**config.mk**
```make
export PLATFORM = sky130hd
export DESIGN_NAME = ula_video_out
export DESIGN_NICKNAME = d
export VERILOG_FILES = /design/src/rtl/ula_video_pkg.sv /design/src/rtl/ula_sync_pipe.sv /design/src/rtl/ula_video_out.sv
export SDC_FILE = /design/constraint.sdc
export NUM_CORES = 1
export LEC_CHECK = 0
export CAP_MARGIN = 10
export CORE_ASPECT_RATIO = 1.25
export CORE_MARGIN = 2
export CORE_UTILIZATION = 35
export CTS_CLUSTER_DIAMETER = 50
export DETAILED_ROUTE_END_ITERATION = 16
export GPL_TIMING_DRIVEN = 0
export PLACE_DENSITY = 0.68
export SETUP_SLACK_MARGIN = 0.3
export SYNTH_ARGS = -nofsm -noshare
export SYNTH_HDL_FRONTEND = slang
export SYNTH_HIERARCHICAL = 1
export SYNTH_SLANG_ARGS = --single-unit
```
**constraint.sdc**
```tcl
create_clock -name clk_sys -period 5.4 [get_ports clk_sys]
set_clock_uncertainty 0.15 [all_clocks]
set_input_delay 1.08 -clock clk_sys [delete_from_list [all_inputs] [get_ports clk_sys]]
set_output_delay 1.08 -clock clk_sys [all_outputs]
set_load 0.02 [all_outputs]
```
**src/rtl/ula_video_pkg.sv**
```systemverilog
// ula_video_pkg: level constants, ULA+ channel expansion and the sync/blank bundle
package ula_video_pkg;

    localparam logic [7:0] LVL_NORM   = 8'hD7;
    localparam logic [7:0] LVL_BRIGHT = 8'hFF;

    typedef struct packed {
        logic hs;
        logic vs;
        logic hbl;
        logic vbl;
    } sync_t;

    function automatic logic [7:0] expand3(input logic [2:0] c);
        return {c, c, c[2:1]};
    endfunction

    function automatic logic [7:0] expand2(input logic [1:0] c);
        return {c, c, c, c};
    endfunction

endpackage

```
**src/rtl/ula_sync_pipe.sv**
```systemverilog
// ula_sync_pipe: two-deep enable-gated delay of syncs/blanks, matching the colour pipe
module ula_sync_pipe
    import ula_video_pkg::*;
(
    input  logic  clk_sys,
    input  logic  nRESET,
    input  logic  en_i,
    input  sync_t d_i,
    output sync_t q_o,
    output logic  s1_blank_o
);

    sync_t s1_q, s2_q;

    always_ff @(posedge clk_sys or negedge nRESET) begin
        if (!nRESET) begin
            s1_q <= '0;
            s2_q <= '0;
        end else if (en_i) begin
            s1_q <= d_i;
            s2_q <= s1_q;
        end
    end

    assign q_o        = s2_q;
    assign s1_blank_o = s1_q.hbl | s1_q.vbl;

endmodule

```
**src/rtl/ula_video_out.sv**
```systemverilog
// ula_video_out: IRGB / ULA+ to 24-bit RGB with aligned syncs and pixel enable,
// switching between 7 and 14 MHz pixel rate only on a VSync rise.
module ula_video_out
    import ula_video_pkg::*;
#(
    parameter logic [7:0] NORM_LVL   = LVL_NORM,
    parameter logic [7:0] BRIGHT_LVL = LVL_BRIGHT
) (
    input  logic       clk_sys,
    input  logic       nRESET,
    input  logic       ce_7mp,
    input  logic       ce_7mn,
    input  logic       I,
    input  logic       R,
    input  logic       G,
    input  logic       B,
    input  logic       ulap_ena,
    input  logic       ulap_mono,
    input  logic [7:0] ulap_color,
    input  logic       mode512,
    input  logic       HSync,
    input  logic       VSync,
    input  logic       HBlank,
    input  logic       VBlank,
    output logic       ce_pix,
    output logic [7:0] R_o,
    output logic [7:0] G_o,
    output logic [7:0] B_o,
    output logic       HS_o,
    output logic       VS_o,
    output logic       HBl_o,
    output logic       VBl_o,
    output logic       mode512_act
);

    logic       pe, blank, mode_q, vs_prev_q, ce_pix_q;
    logic       ena_q, mono_q;
    logic [3:0] irgb_q;
    logic [7:0] col_q, lvl;
    logic [7:0] r_d, g_d, b_d, r_q, g_q, b_q;
    sync_t      sync_o;

    // Coincident ce phases collapse into one enable by the OR.
    assign pe = ce_7mn | (mode_q & ce_7mp);

    ula_sync_pipe u_sync (
        .clk_sys   (clk_sys),
        .nRESET    (nRESET),
        .en_i      (pe),
        .d_i       ('{hs: HSync, vs: VSync, hbl: HBlank, vbl: VBlank}),
        .q_o       (sync_o),
        .s1_blank_o(blank)
    );

    always_comb begin
        lvl = irgb_q[3] ? BRIGHT_LVL : NORM_LVL;
        r_d = blank ? 8'h00 : (ena_q & mono_q) ? col_q : ena_q ? expand3(col_q[4:2]) : irgb_q[2] ? lvl : 8'h00;
        g_d = blank ? 8'h00 : (ena_q & mono_q) ? col_q : ena_q ? expand3(col_q[7:5]) : irgb_q[1] ? lvl : 8'h00;
        b_d = blank ? 8'h00 : (ena_q & mono_q) ? col_q : ena_q ? expand2(col_q[1:0]) : irgb_q[0] ? lvl : 8'h00;
    end

    always_ff @(posedge clk_sys or negedge nRESET) begin
        if (!nRESET) begin
            irgb_q <= '0;
            col_q  <= '0;
            ena_q  <= 1'b0;
            mono_q <= 1'b0;
            r_q    <= '0;
            g_q    <= '0;
            b_q    <= '0;
        end else if (pe) begin
            irgb_q <= {I, R, G, B};
            col_q  <= ulap_color;
            ena_q  <= ulap_ena;
            mono_q <= ulap_mono;
            r_q    <= r_d;
            g_q    <= g_d;
            b_q    <= b_d;
        end
    end

    // VSync edge is judged on ce_7mn samples only, so the rate cannot flip mid-period.
    always_ff @(posedge clk_sys or negedge nRESET) begin
        if (!nRESET) begin
            ce_pix_q  <= 1'b0;
            vs_prev_q <= 1'b0;
            mode_q    <= 1'b0;
        end else begin
            ce_pix_q <= pe;
            if (ce_7mn) begin
                vs_prev_q <= VSync;
                if (VSync && !vs_prev_q) mode_q <= mode512;
            end
        end
    end

    assign ce_pix      = ce_pix_q;
    assign R_o         = r_q;
    assign G_o         = g_q;
    assign B_o         = b_q;
    assign HS_o        = sync_o.hs;
    assign VS_o        = sync_o.vs;
    assign HBl_o       = sync_o.hbl;
    assign VBl_o       = sync_o.vbl;
    assign mode512_act = mode_q;

endmodule
```
==> impl_results.md <==
- Status: finished clean
- Diode count: 0
- Clock root cell: sky130_fd_sc_hd__clkbuf_8
- TNS Setup: 0 ns
- GRT met3 Usage: 0.03373
- Part of the total power dissipated in combinational logic: 0.285
- Number of warnings printed during yosys synthesis: 6
- Synthesized netlist cell count: 176
- Crit-path leading delay family: buffers and inverters
- Unrepaired setup endpoints after global routing: no
- Nets: roughly 260
- Final hold vios: 0
- Syn avg cell area: 12.52 sq um
- Global routing usage on met1: 0.1842
- Clock tree from TritonCTS: yes
- Initial DRT Pass Iterations: 4
- VDD IR-drop max: 0.1771 mV
- Unique masters post-synth: 26
- HPWL Detailed: ~3600 um
- Total standard cell area after synthesis: 0.002203 sq mm
- Layout cells sized above 1: 0.2025
- Remaining max-slew budget at the tightest pin: 0.6676
- Buffer levels on the longest clock path: 2
- Power share of the sequential group: 0.458
- Die outline area: between 0.006 and 0.007 sq mm
- M2 GR Usage: 0.2237
- Clock sink count: 49
- Final Hold Slack: 0.3303 ns
- Hold Crit Class: reg -> reg
- Vias per cell: approximately 5.0
- Via count of the first global-routing pass: 1,596
- Leakage: 1.327 nW
- Antenna violation net count after detailed routing: 0
- Clock-pin slew reported for the worst setup and hold paths after clock tree synthesis: 0.09 ns
- Number of max-cap violations: 0
- Rows: 32
- Global Route Usage Sum: 0.1458
- Worst-path cell chain: clkdlybuf4s50_1 > a21oi_4 > clkbuf_1 > inv_1 > buf_6 > mux2_4
- WP data arrival: 2.90 ns
- Transition time at the pin with the least slew margin: 0.4985 ns
- Type of element launching the critical path: input port
- Power share of the clock group: 0.258
- Worst setup EP type: flop
- Worst EP required: between 5 and 6 ns
- Achievable frequency: 351.0 MHz
- Final setup vio count: 0
- Post-CTS Hold Fix Bufs: 0
- Number of buffers and inverters on the critical path: 4
- Net count after synthesis: 199
- TritonCTS buffer count: 5
- Critical path fanouts, max: 10
- Net switching component of the power: 299.5 uW
- Most common library cell in the layout ignoring fill and taps: sky130_fd_sc_hd__clkdlybuf4s50_1
- Post-detailed-route DRC marker count: 0
- Switching power as a share of total power: 0.2982
- Vias: 1,623
- Width of the die: roughly 75 um
- Most Used Layer, Global Route: met2
- Shortest clock period the worst path allows after layout: 2.849 ns
- Commonest cells after routing, fill and taps aside: 51 x sky130_fd_sc_hd__clkdlybuf4s50_1, 49 x sky130_fd_sc_hd__dfrtp_1, 20 x sky130_fd_sc_hd__nand2_1, 16 x sky130_fd_sc_hd__mux2_2, 13 x sky130_fd_sc_hd__a21o_1
- Internal power component: slightly above 700 uW
- DIE HEIGHT: 92.71 um
- Power Density: 339.6 mW/mm^2
- Count of pins over their slew limit: 0
- Sequential-to-total area share from yosys stat: 0.5565
- Starting density of the core: 0.3597
- Post-synthesis sequential element count: just under 50
- Crit path kind: in -> reg
- Global-route wire length before repair: 7700 um
- Weighted congestion reported at the end of routability-driven placement: 0.8356
- Core outline area: 0.006126 sq mm
- # port buffers: 52
- Longest individual stage delay on the worst path: 0.48 ns
- Buffer count from post-CTS setup fixing: 0
- Area added between synthesis and finish: 34.24%
- # resized after CTS: 0
- Ports: 53
- Routed Wire Length: between 4000 and 5000 um
- Grt ovf: 0
- Critical path's slowest cell: sky130_fd_sc_hd__clkdlybuf4s50_1
- Number of antenna violations at the first check in global routing: 0
- WL/cell: 14.51 um
- Level count of the clock H-tree: 2
- Worst-Skew Late Latency: 0.30 ns
- Period utilisation layout: 0.5277
- Maximum number of pins on one net before global-route repair: 30
- Number of DRC markers after the initial detailed-route iteration: between 50 and 60
## flip-flops by register name (all words and copies together), names as in the netlist
name and cells:
ena_q 1, mono_q 1, B_o 8, mode512_act 1, R_o 8, G_o 8
ce_pix 1, irgb_q 4, u_sync/s1_q 4, col_q 8, u_sync/q_o 4, vs_prev_q 1
## Yosys cell counts, drive strengths merged
master / instances / area share
nor2b: 3 / 0.0085
clkbuf: 2 / 0.0034
a311oi: 12 / 0.048
dfrtp: 49 / 0.56
a21o: 13 / 0.044
a21oi: 9 / 0.026
a22oi: 1 / 0.0034
o41ai: 1 / 0.0074
nand3b: 1 / 0.0034
o21ai: 2 / 0.0045
a22o: 1 / 0.0040
nor2: 2 / 0.0034
o21a: 1 / 0.0034
mux2: 24 / 0.14
inv: 1 / 0.0017
o31ai: 10 / 0.036
nand2b: 8 / 0.023
buf: 10 / 0.034
o21bai: 5 / 0.017
nand2: 20 / 0.034
or2: 1 / 0.0028
## per-stage QoR
| stage | instances | instance area [sq um] | worst slack (ns) | power [mW] | utilization |
|---|---|---|---|---|---|
| final | 322 | 2958 | 2.551 | 1.004 | 0.4828 |
| after global routing | 322 | 2958 | 2.456 | 1.055 | 0.4828 |
| after CTS | 322 | 2958 | 2.531 | 1.019 | 0.4828 |
| after detailed placement | 314 | 2845 | 2.204 | 0.7551 | 0.4645 |
| after global placement | 313 | 2830 | 1.761 | 0.7481 | 0.4620 |
| after floorplan | 176 | 2203 | 3.043 | 0.6264 | - |
## metal layers
layer  share of wire  wire [um]  up-vias
met5               0          0        -
met4           0.038        176        0
met3           0.055        258       16
met2            0.49       2302       48
met1            0.41       1932      792
li1                -          -      767
## worst register-to-register path: stages, from the launching register on
cell and delay, ns:
sky130_fd_sc_hd__dfrtp_1 0.43, sky130_fd_sc_hd__a21oi_4 0.31, sky130_fd_sc_hd__clkbuf_1 0.42, sky130_fd_sc_hd__inv_1 0.14, sky130_fd_sc_hd__buf_6 0.18, sky130_fd_sc_hd__mux2_4 0.30
## power by group through the flow
stage	registers (mW)	clock network, mW	logic, mW
finish	0.460	0.259	0.286
global route	0.468	0.279	0.308
CTS	0.460	0.270	0.289
detailed placement	0.466	0	0.289
global placement	0.466	0	0.282
floorplan	0.499	0	0.127
## layout make-up
class                   count  area (sq um)
inverters                   1         3.754
multi-input cells         114         892.1
fillers                   568          3168
plain buffers              12         81.33
repair buffers             53         535.5
clock inverters             3         43.79
well taps                  85         106.4
clock buffers               5         68.82
flip-flops and latches     49          1226
## path summary, 6_finish.rpt
kind                       slack [ns]                   endpoint                     from  cells after the start
setup / recovery                 2.55  u_sync/q_o[1]$_DFFE_PN0P_                   ce_7mn                      6
hold / removal                   0.33         G_o[2]$_DFFE_PN0P_       G_o[2]$_DFFE_PN0P_                      1
setup reg to reg                 3.36  u_sync/q_o[1]$_DFFE_PN0P_  mode512_act$_DFFE_PN0P_                      5
hold reg to reg                  0.33         G_o[2]$_DFFE_PN0P_       G_o[2]$_DFFE_PN0P_                      1
max in group asynchronous        4.00         R_o[0]$_DFFE_PN0P_                   nRESET                      2
min in group asynchronous        0.59         B_o[5]$_DFFE_PN0P_                   nRESET                      1
## kinds of logic after synthesis
| family | synth area share |
|---|---|
| AO/OA/AOI/OAI | 0.1936 |
| flip-flops | 0.5565 |
| AND/OR/NAND/NOR | 0.07496 |
| multiplexers | 0.1363 |
| buffers and inverters | 0.03861 |
(Power assumes the default switching activity.)
